[src/rtl/flash_page_sequencer.sv]
// -----------------------------------------------------------------------------
// flash_page_sequencer
//
// Command front-end for the flash controller stage. Each accepted command
// resets the controller FIFO pair, waits for the FIFOs to settle, optionally
// streams one page of program data into the write FIFO, fires exactly one
// one-cycle controller strobe (era / wr_flash / rd_flash), waits for the
// matching completion event (bounded by a timeout), drains the read FIFO to
// the sink for reads, and finally reports cmd_done or cmd_err for one cycle.
//
// Ports
//   clk, rst_n                    core clock, asynchronous active-low reset
//   cmd_valid/cmd_ready           command handshake (ready only when idle)
//   cmd_op, cmd_row               0 erase, 1 program, 2 read, 3 rejected; row
//   src_data/src_valid/src_ready  program data stream in
//   snk_data/snk_valid, snk_ready read data stream out (no backpressure on
//                                 returned words; snk_ready gates the pops)
//   fifo_rst, wr_fifo, fifo_din   controller FIFO reset and write-FIFO push
//   rd_fifo, fifo_dout, fifo_valid read-FIFO pop and returned data
//   era, wr_flash, rd_flash, row  controller command strobes and target row
//   busy, done_toe, done_move     controller status and completion events
//   cmd_done, cmd_err, err_code   completion pulses; err_code held until the
//                                 next accepted command
// -----------------------------------------------------------------------------
module flash_page_sequencer #(
   parameter int PAGE_WORDS   = 512,
   parameter int RD_WORDS     = 512,
   parameter int FIFO_RST_CYC = 8,
   parameter int SETTLE_CYC   = 4,
   parameter int TIMEOUT_CYC  = 16777215
) (
   input  logic        clk,
   input  logic        rst_n,
   input  logic        cmd_valid,
   output logic        cmd_ready,
   input  logic [1:0]  cmd_op,
   input  logic [13:0] cmd_row,
   input  logic [15:0] src_data,
   input  logic        src_valid,
   output logic        src_ready,
   output logic [15:0] snk_data,
   output logic        snk_valid,
   input  logic        snk_ready,
   output logic        fifo_rst,
   output logic        wr_fifo,
   output logic [15:0] fifo_din,
   output logic        rd_fifo,
   input  logic [15:0] fifo_dout,
   input  logic        fifo_valid,
   output logic        era,
   output logic        wr_flash,
   output logic        rd_flash,
   output logic [13:0] row,
   input  logic        busy,
   input  logic        done_toe,
   input  logic        done_move,
   output logic        cmd_done,
   output logic        cmd_err,
   output logic [1:0]  err_code
);

   localparam logic [2:0] S_IDLE   = 3'd0;
   localparam logic [2:0] S_FRST   = 3'd1;
   localparam logic [2:0] S_SETTLE = 3'd2;
   localparam logic [2:0] S_LOAD   = 3'd3;
   localparam logic [2:0] S_KICK   = 3'd4;
   localparam logic [2:0] S_WAIT   = 3'd5;
   localparam logic [2:0] S_DRAIN  = 3'd6;
   localparam logic [2:0] S_FIN    = 3'd7;

   localparam logic [1:0] OP_ERASE = 2'd0;
   localparam logic [1:0] OP_PROG  = 2'd1;
   localparam logic [1:0] OP_READ  = 2'd2;
   localparam logic [1:0] OP_BAD   = 2'd3;

   localparam logic [1:0] ERR_NONE    = 2'd0;
   localparam logic [1:0] ERR_OP      = 2'd1;
   localparam logic [1:0] ERR_TIMEOUT = 2'd2;

   localparam logic [10:0] PAGE_N      = 11'(PAGE_WORDS);
   localparam logic [10:0] RD_N        = 11'(RD_WORDS);
   localparam logic [10:0] FRST_LAST   = 11'(FIFO_RST_CYC - 1);
   localparam logic [10:0] SETTLE_LAST = 11'(SETTLE_CYC - 1);
   localparam logic [23:0] TO_LAST     = 24'(TIMEOUT_CYC - 1);

   logic [2:0]  state_q, state_d;
   logic [1:0]  op_q, op_d;
   logic [13:0] row_q, row_d;
   logic [10:0] cnt_q, cnt_d;   // phase cycles, pushed words, or issued pops
   logic [10:0] ret_q, ret_d;   // read words returned to the sink
   logic [23:0] to_q, to_d;
   logic        err_q, err_d;
   logic [1:0]  code_q, code_d;
   logic        move_prev_q;

   logic        move_rise;
   logic        complete;

   // busy is informational only; completion is taken from the done events.
   logic unused_busy;
   assign unused_busy = busy;

   // done_move is stretched over two cycles; only its first cycle counts.
   assign move_rise = done_move & ~move_prev_q;
   assign complete  = (op_q == OP_READ) ? move_rise : done_toe;

   // Moore-style outputs decoded from the state; the data paths are
   // combinational pass-through, gated so nothing leaks outside their phase.
   assign cmd_ready = (state_q == S_IDLE);
   assign fifo_rst  = (state_q == S_FRST);
   assign src_ready = (state_q == S_LOAD) && (cnt_q < PAGE_N);
   assign wr_fifo   = src_ready & src_valid;
   assign fifo_din  = wr_fifo ? src_data : 16'd0;
   assign rd_fifo   = (state_q == S_DRAIN) && snk_ready && (cnt_q < RD_N);
   assign snk_valid = (state_q == S_DRAIN) && fifo_valid && (ret_q < RD_N);
   assign snk_data  = snk_valid ? fifo_dout : 16'd0;
   assign era       = (state_q == S_KICK) && (op_q == OP_ERASE);
   assign wr_flash  = (state_q == S_KICK) && (op_q == OP_PROG);
   assign rd_flash  = (state_q == S_KICK) && (op_q == OP_READ);
   assign row       = row_q;
   assign cmd_done  = (state_q == S_FIN) && !err_q;
   assign cmd_err   = (state_q == S_FIN) && err_q;
   assign err_code  = code_q;

   always_comb begin
      // NOTE: every next-state signal is given a hold default before the case,
      // so no branch can leave one unassigned and infer a latch.
      state_d = state_q;
      op_d    = op_q;
      row_d   = row_q;
      cnt_d   = cnt_q;
      ret_d   = ret_q;
      to_d    = to_q;
      err_d   = err_q;
      code_d  = code_q;

      case (state_q)
         S_IDLE: begin
            if (cmd_valid) begin
               row_d  = cmd_row;
               op_d   = cmd_op;
               cnt_d  = '0;
               code_d = ERR_NONE;
               if (cmd_op == OP_BAD) begin
                  state_d = S_FIN;
                  err_d   = 1'b1;
                  code_d  = ERR_OP;
               end else begin
                  state_d = S_FRST;
                  err_d   = 1'b0;
               end
            end
         end
         S_FRST: begin
            if (cnt_q == FRST_LAST) begin
               cnt_d   = '0;
               state_d = S_SETTLE;
            end else begin
               cnt_d = cnt_q + 11'd1;
            end
         end
         S_SETTLE: begin
            if (cnt_q == SETTLE_LAST) begin
               cnt_d   = '0;
               state_d = (op_q == OP_PROG) ? S_LOAD : S_KICK;
            end else begin
               cnt_d = cnt_q + 11'd1;
            end
         end
         S_LOAD: begin
            // Leaving on the last push drops src_ready in the very next cycle.
            if (wr_fifo) begin
               cnt_d = cnt_q + 11'd1;
               if ((cnt_q + 11'd1) == PAGE_N) begin
                  state_d = S_KICK;
               end
            end
         end
         S_KICK: begin
            to_d    = '0;
            state_d = S_WAIT;
         end
         S_WAIT: begin
            to_d = to_q + 24'd1;
            // Completion is checked first so it wins over the terminal count.
            if (complete) begin
               if (op_q == OP_READ) begin
                  state_d = S_DRAIN;
                  cnt_d   = '0;
                  ret_d   = '0;
               end else begin
                  state_d = S_FIN;
               end
            end else if (to_q == TO_LAST) begin
               state_d = S_FIN;
               err_d   = 1'b1;
               code_d  = ERR_TIMEOUT;
            end
         end
         S_DRAIN: begin
            if (rd_fifo) begin
               cnt_d = cnt_q + 11'd1;
            end
            if (snk_valid) begin
               ret_d = ret_q + 11'd1;
            end
            if ((cnt_d == RD_N) && (ret_d == RD_N)) begin
               state_d = S_FIN;
            end
         end
         S_FIN: begin
            state_d = S_IDLE;
         end
         default: begin
            state_d = S_IDLE;
         end
      endcase
   end

   // NOTE: registers are updated with non-blocking assignments so every flop
   // samples the pre-edge values regardless of statement order.
   always_ff @(posedge clk or negedge rst_n) begin
      if (!rst_n) begin
         state_q     <= S_IDLE;
         op_q        <= OP_ERASE;
         row_q       <= '0;
         cnt_q       <= '0;
         ret_q       <= '0;
         to_q        <= '0;
         err_q       <= 1'b0;
         code_q      <= ERR_NONE;
         move_prev_q <= 1'b0;
      end else begin
         state_q     <= state_d;
         op_q        <= op_d;
         row_q       <= row_d;
         cnt_q       <= cnt_d;
         ret_q       <= ret_d;
         to_q        <= to_d;
         err_q       <= err_d;
         code_q      <= code_d;
         move_prev_q <= done_move;
      end
   end

endmodule
[config.mk]
export PLATFORM = sky130hd
export DESIGN_NAME = flash_page_sequencer
export DESIGN_NICKNAME = d
export VERILOG_FILES = /design/src/rtl/flash_page_sequencer.sv
export SDC_FILE = /design/constraint.sdc
export NUM_CORES = 1
export LEC_CHECK = 0
export CAP_MARGIN = 20
export CORE_UTILIZATION = 35
export DETAILED_ROUTE_END_ITERATION = 10
export DONT_BUFFER_PORTS = 1
export GPL_TIMING_DRIVEN = 0
export PLACE_DENSITY = 0.56
export RECOVER_POWER = 50
export SLEW_MARGIN = 20
export SYNTH_ARGS = -nofsm -noshare
export SYNTH_HDL_FRONTEND = slang
export SYNTH_SLANG_ARGS = --single-unit
[constraint.sdc]
create_clock -name clk -period 3.12 [get_ports clk]
set_clock_uncertainty 0.2 [all_clocks]
set_input_delay 0.312 -clock clk [delete_from_list [all_inputs] [get_ports clk]]
set_output_delay 0.312 -clock clk [all_outputs]
set_load 0.05 [all_outputs]
## After elaboration in Yosys (flattened, before gate mapping)

Cells that the tools add are included.

| word-level totals | value |
|---|---|
| flip-flop bits (word level) | 69 |
| input bits | 57 |
| output and inout bits | 59 |
| word-level logic and storage cells | 105 |

| cells by class | value |
|---|---|
| $add $sub $neg | 3 |
| $lt $le $gt $ge | 2 |
| eq/ne operators | 27 |
| mux-type cells | 38 |
| bitwise gates (word level) | 3 |
| reduce and logical (&&, ||, !) cells | 23 |

Operators by type and width:

| kind | number |
|---|---|
| $mux W11 | 10 |
| $pmux W11 S6 | 1 |
| $pmux W24 S2 | 1 |
| $eq A11 B10 Y1 const B | 3 |
| $mux W16 | 2 |
| $mux W3 | 10 |
| $add A24 B1 Y24 const B | 1 |
| $eq A24 B24 Y1 const B | 1 |
| $pmux W3 S8 | 1 |
| $add A11 B1 Y11 const B | 2 |
| $lt A11 B10 Y1 const B | 2 |
| $pmux W11 S2 | 1 |
| $ne A2 B2 Y1 const B | 7 |
| $eq A3 B3 Y1 const B | 4 |
| $eq A11 B2 Y1 const B | 1 |
| $eq A11 B3 Y1 const B | 1 |
| $logic_and A1 B1 Y1 | 11 |
| $mux W1 | 7 |
| $reduce_and A7 Y1 | 1 |
| $eq A3 B2 Y1 const B | 2 |
| $mux W2 | 3 |
| $ne A2 B1 Y1 const B | 3 |
| $reduce_bool A2 Y1 | 3 |
| $reduce_bool A6 Y1 | 1 |
| 15 further kinds | 17 |

## Longest topological paths before layout

| depth | value |
|---|---|
| depth in word-level cells | 9 |
| mapped depth | 8 |
| depth with buffers taken out | 7 |

## Worst setup path before layout

OpenSTA, ideal clock, no wires.

| path | value |
|---|---|
| path type | reg2reg |
| start point | register state_q[0] |
| end point | register op_q[0] |
| setup time | 0.125 ns |
| data arrival time | 2.800 ns |
| required time | 2.795 ns |
| path slack | -0.005 ns |
| cell stages (with the launch flop) | 7 |
| path buffers | 3 |
| clock period less this slack | 3.125 ns |
| cells stage by stage | dfrtp_1 buf_6 nor3_1 and2_1 clkbuf_1 buf_2 mux2_2 |

| on the way | value |
|---|---|
| longest elaborated chain between the ends | 2 |

RTL lines:

| element | RTL line | text |
|---|---|---|
| start: declaration | 86 | `logic [2:0] state_q, state_d;` |
| start signal: assignment | 234 | `state_q <= state_d;` |
| $logic_not A3 Y1 | n/a |  |
| named net cmd_ready | 35 | `output logic cmd_ready,` |
| $reduce_and A2 Y1 (no line) | n/a |  |
| end signal: assignment | 235 | `op_q <= op_d;` |
| end: declaration | 87 | `logic [1:0] op_q, op_d;` |

The timed path passes the listed nets, and every way through them passes these cells.
A chain may end at the register's enable or synchronous reset.

## Final worst setup path

| path | value |
|---|---|
| start point | register cnt_q[9] |
| end point | output port fifo_din[14] |

| on the way | value |
|---|---|
| longest elaborated chain between the ends | 4 |

RTL lines:

| element | RTL line | text |
|---|---|---|
| start: declaration | 89 | `logic [10:0] cnt_q, cnt_d;` |
| start signal: assignment | 237 | `cnt_q <= cnt_d;` |
| $lt A11 B10 Y1 | 111 | `assign src_ready = (state_q == S_LOAD) && (cnt_q < PAGE_N);` |
| $logic_and A1 B1 Y1 | 111 |  |
| $and A1 B1 Y1 | 112 | `assign wr_fifo = src_ready & src_valid;` |
| named net wr_fifo | 45 | `output logic wr_fifo,` |
| $mux W16 | 113 | `assign fifo_din = wr_fifo ? src_data : 16'd0;` |
| end: declaration | 46 | `output logic [15:0] fifo_din,` |

The timed path passes the listed nets, and every way through them passes these cells.

==> out/qor.yml <==
global_route:
  grt_max_degree: 70
  gr-usage-met2_pct: 31.5
  use_met1_pct: 23.7
  grt_usage_pct: 18.7
  grt_pass1_wl_um: 19100
  grt.overflow.total: 0
  use_met3_pct: 3.88
  grt_pass1_vias: 3761
  top_usage_layer: "met2"
  antenna_found_initial: 0
finish:
  nNetsFinal: 583
  fin_util_pct: 42.2
  layout-drive-gt1-share_pct: 15.0
  syn_to_final_growth_pct: 16.7
  fin_area_sq_um: 5110
  layout_commonest_cell: "dfrtp_1"
  layout_common_cells: "dfrtp_1 (69), nand2_1 (48), nor2_1 (38)"
  diodes: 0
worst_hold_path:
  holdPathStages: 3
  hold_path_end: "err_q"
  holdCritStartpoint: "cmd_op[1]"
  hold_class: "in -> reg"
pwr:
  p_comb_share_pct: 40.7
  p_total_mw: 4.46
  clockPowerShare_pct: 22.7
  p_per_area_nw_per_um2: 874
  p_sw_share_pct: 48.0
  ir_drop_mv: 0.557
  p_int_mw: 2.32
  p_seq_share_pct: 36.6
  p_sw_mw: 2.14
  p_leak_nw: 2.23
detailed_routing:
  drtIter0Drc: 179
  first_pass_iters: 4
  via_per_inst: 5.72
  drc_errors: 0
  num_vias: 3967
  postRouteAntennaNets: 0
  wire_per_inst_um: 16.8
  routed_wl_um: 11600
clocking:
  htreeDepth: 3
  clockRootBuffer: "clkbuf_16"
  cts.sinks: 69
  insertion_delay_ns: 0.33
  numCtsBuffers: 9
  clkTransAtPathRegs_ns: 0.06
  cts_tree: "built"
  clockBufferDepth: 2
synthesis:
  synth-edff-count: 0
  yosys_warnings: 0
  syn_inst: 492
  synth_flop_cell: "dfrtp_1"
  syn_nets: 553
  syn-cell-area_sq_um: 4380
  yosysUniqueCellTypes: 69
  async_flop_share_pct: 100
  synth.avg_cell_area_sq_um: 8.90
  ys_seq_area_share_pct: 39.4
  ys_seq_elements: 69
  synth_area_leader_cell: "dfrtp_1"
  yosysTopAreaCellShare_pct: 39.4
  ys_top_cells_by_area: "dfrtp_1 (39%), mux2_2 (4.9%), and3_1 (4.3%), nand2_1 (4.1%), o21ai_0 (3.9%)"
place:
  gp_congestion: 0.849
  post_dp_cell_area_sq_um: 4610
  place_hpwl_um: 8240
  io_buffer_count: 0
worst_setup_path:
  r2r-end: "state_q[0]"
  end_kind: "output port"
  reg2reg_depth: 8
  arrival_ns: 2.44
  crit_family: "simple AND/OR/NAND/NOR gates"
  critical_path_class: "reg -> out"
  slowest_delay_ns: 0.46
  path_cells: "buf_6, or3b_1, nor2_1, clkbuf_2, and2_2"
  cp.required_ns: 2.61
  cp_num_buf_inv: 2
  path_max_fanout: 10
  worst_path_max_delay_cell: "or3b_1"
  start_kind: "register"
  rrSetupSlack_ns: 0.21
  critical_path_depth: 5
  r2r-start: "cnt_q[10]"
sta:
  hold_viol_final: 0
  fmax_mhz: 339
  final.setup.tns_ns: 0
  max_slew_margin_pct: -16.5
  maxSlewViolCount: 70
  rsz0062_at_grt: "false"
  worstMarginPinSlew_ns: 1.75
  finalSetupViolCount: 0
  fin_crit_sh_pct: 94.7
  period_needed_ns: 2.95
floorplan:
  core_area_sq_um: 12100
  die_area_sq_um: 13000
  die_y_um: 114
  start_util_pct: 36.1
  num_rows: 40
  die_w_um: 114
  ios: 116
outcome:
  violations: "capacitance limit, slew limit"
  status: "finished, violations left"
flow_run:
  max-cap-violations: 1
-- cells by family after synthesis --
logic type	synth area share, %
AND/OR/NAND/NOR	26.7
AO/OA/AOI/OAI	18.2
flip-flops	39.4
buffers and inverters	5.49
multiplexers	7.40
XOR/XNOR	1.60
adder cells (fa/ha/maj)	1.14
-- per-stage QoR --
step	std cells	setup WS (ns)	hold slack, ns
5_1_grt	694	0.0194	0.0959
6_report	694	0.166	0.0893
3_5_place_dp	660	0.100	-0.179
2_1_floorplan	492	0.324	-0.184
4_1_cts	694	0.0149	0.0823
3_3_place_gp	660	0.0520	-0.178
-- area by class of cell --
cell class | count | area (sq um)
Timing Repair Buffer | 19 | 185
Clock buffer | 9 | 225
Inverter | 13 | 48.8
Fill cell | 1204 | 7000
Clock inverter | 6 | 63.8
Tap cell | 168 | 210
Multi-Input combinational cell | 377 | 2460
Sequential cell | 69 | 1730
Buffer | 33 | 193
-- registers in the layout, summed over array words and instances (netlist names), 2 cells and up --
name      count
cnt_q        11
op_q          2
to_q         24
err_code      2
row          14
state_q       3
ret_q        11
-- power by group through the flow --
stage / Combinational [mW] / Clock, mW / Sequential (mW)
after floorplan: 1.44 / 0 / 1.59
after detailed placement: 1.76 / 0 / 1.64
final: 1.82 / 1.01 / 1.63
after global placement: 1.74 / 0 / 1.64
after CTS: 1.81 / 1.04 / 1.63
after global routing: 2.00 / 1.08 / 1.67
-- repair_timing --
item,in CTS,in global routing
buffers inserted,0,0
hold buffers,19,0
gates resized for setup,1,12
cloned,0,0
setup endpoints to repair,9,19
hold endpoints to repair,86,0
-- how the worst max path moves through the flow --
stage	to	from	slack, ns
floorplan	fifo_din[10]	cnt_q[9]	0.32
global placement	era	state_q[1]	0.05
detailed placement	fifo_din[11]	cnt_q[9]	0.10
CTS	fifo_din[11]	cnt_q[9]	0.01
global route	state_q[0]	cnt_q[10]	0.02
finish	fifo_din[14]	cnt_q[9]	0.17
-- worst reg2reg max path, stage by stage (launching register included) --
cell       delay (ns)
dfrtp_1          0.37
buf_4            0.17
nor2_1           0.24
nand3_1          0.22
inv_1            0.50
a41oi_1          0.23
a2111oi_0        0.46
nand4_1          0.19
a211oi_2         0.24
-- cells in the mapped netlist (2+ instances only) --
master      n
a2111oi_0   2
a211o_1     2
a211oi_1    3
a211oi_2    2
a21o_1      3
a21oi_1    16
a22o_1      7
a31oi_1    11
a41oi_1     2
and2_1     21
and3_1     30
and4_1      3
buf_2       3
buf_4       3
buf_6       7
clkbuf_1   19
dfrtp_1    69
ha_1        4
inv_1      13
mux2_2     19
mux2i_1    11
nand2_1    48
nand2b_1    6
nand3_1    22
nand3b_1    3
nand4_1    14
nor2_1     39
nor2b_1     4
nor3_1     12
nor3b_1     2
nor4_1      3
o211ai_1    4
o21ai_0    34
o22ai_1     2
o31ai_1     6
o41ai_2     2
or3b_1      2
or4_4       2
xnor2_1     5
xor2_1      3
-- layer usage --
layer	up-vias	routed length, um
met3	11	699
met1	1916	5020
met5	-	0
met4	0	143
met2	180	5790
li1	1860	-
Note: power is estimated with default switching activity, not from simulation.
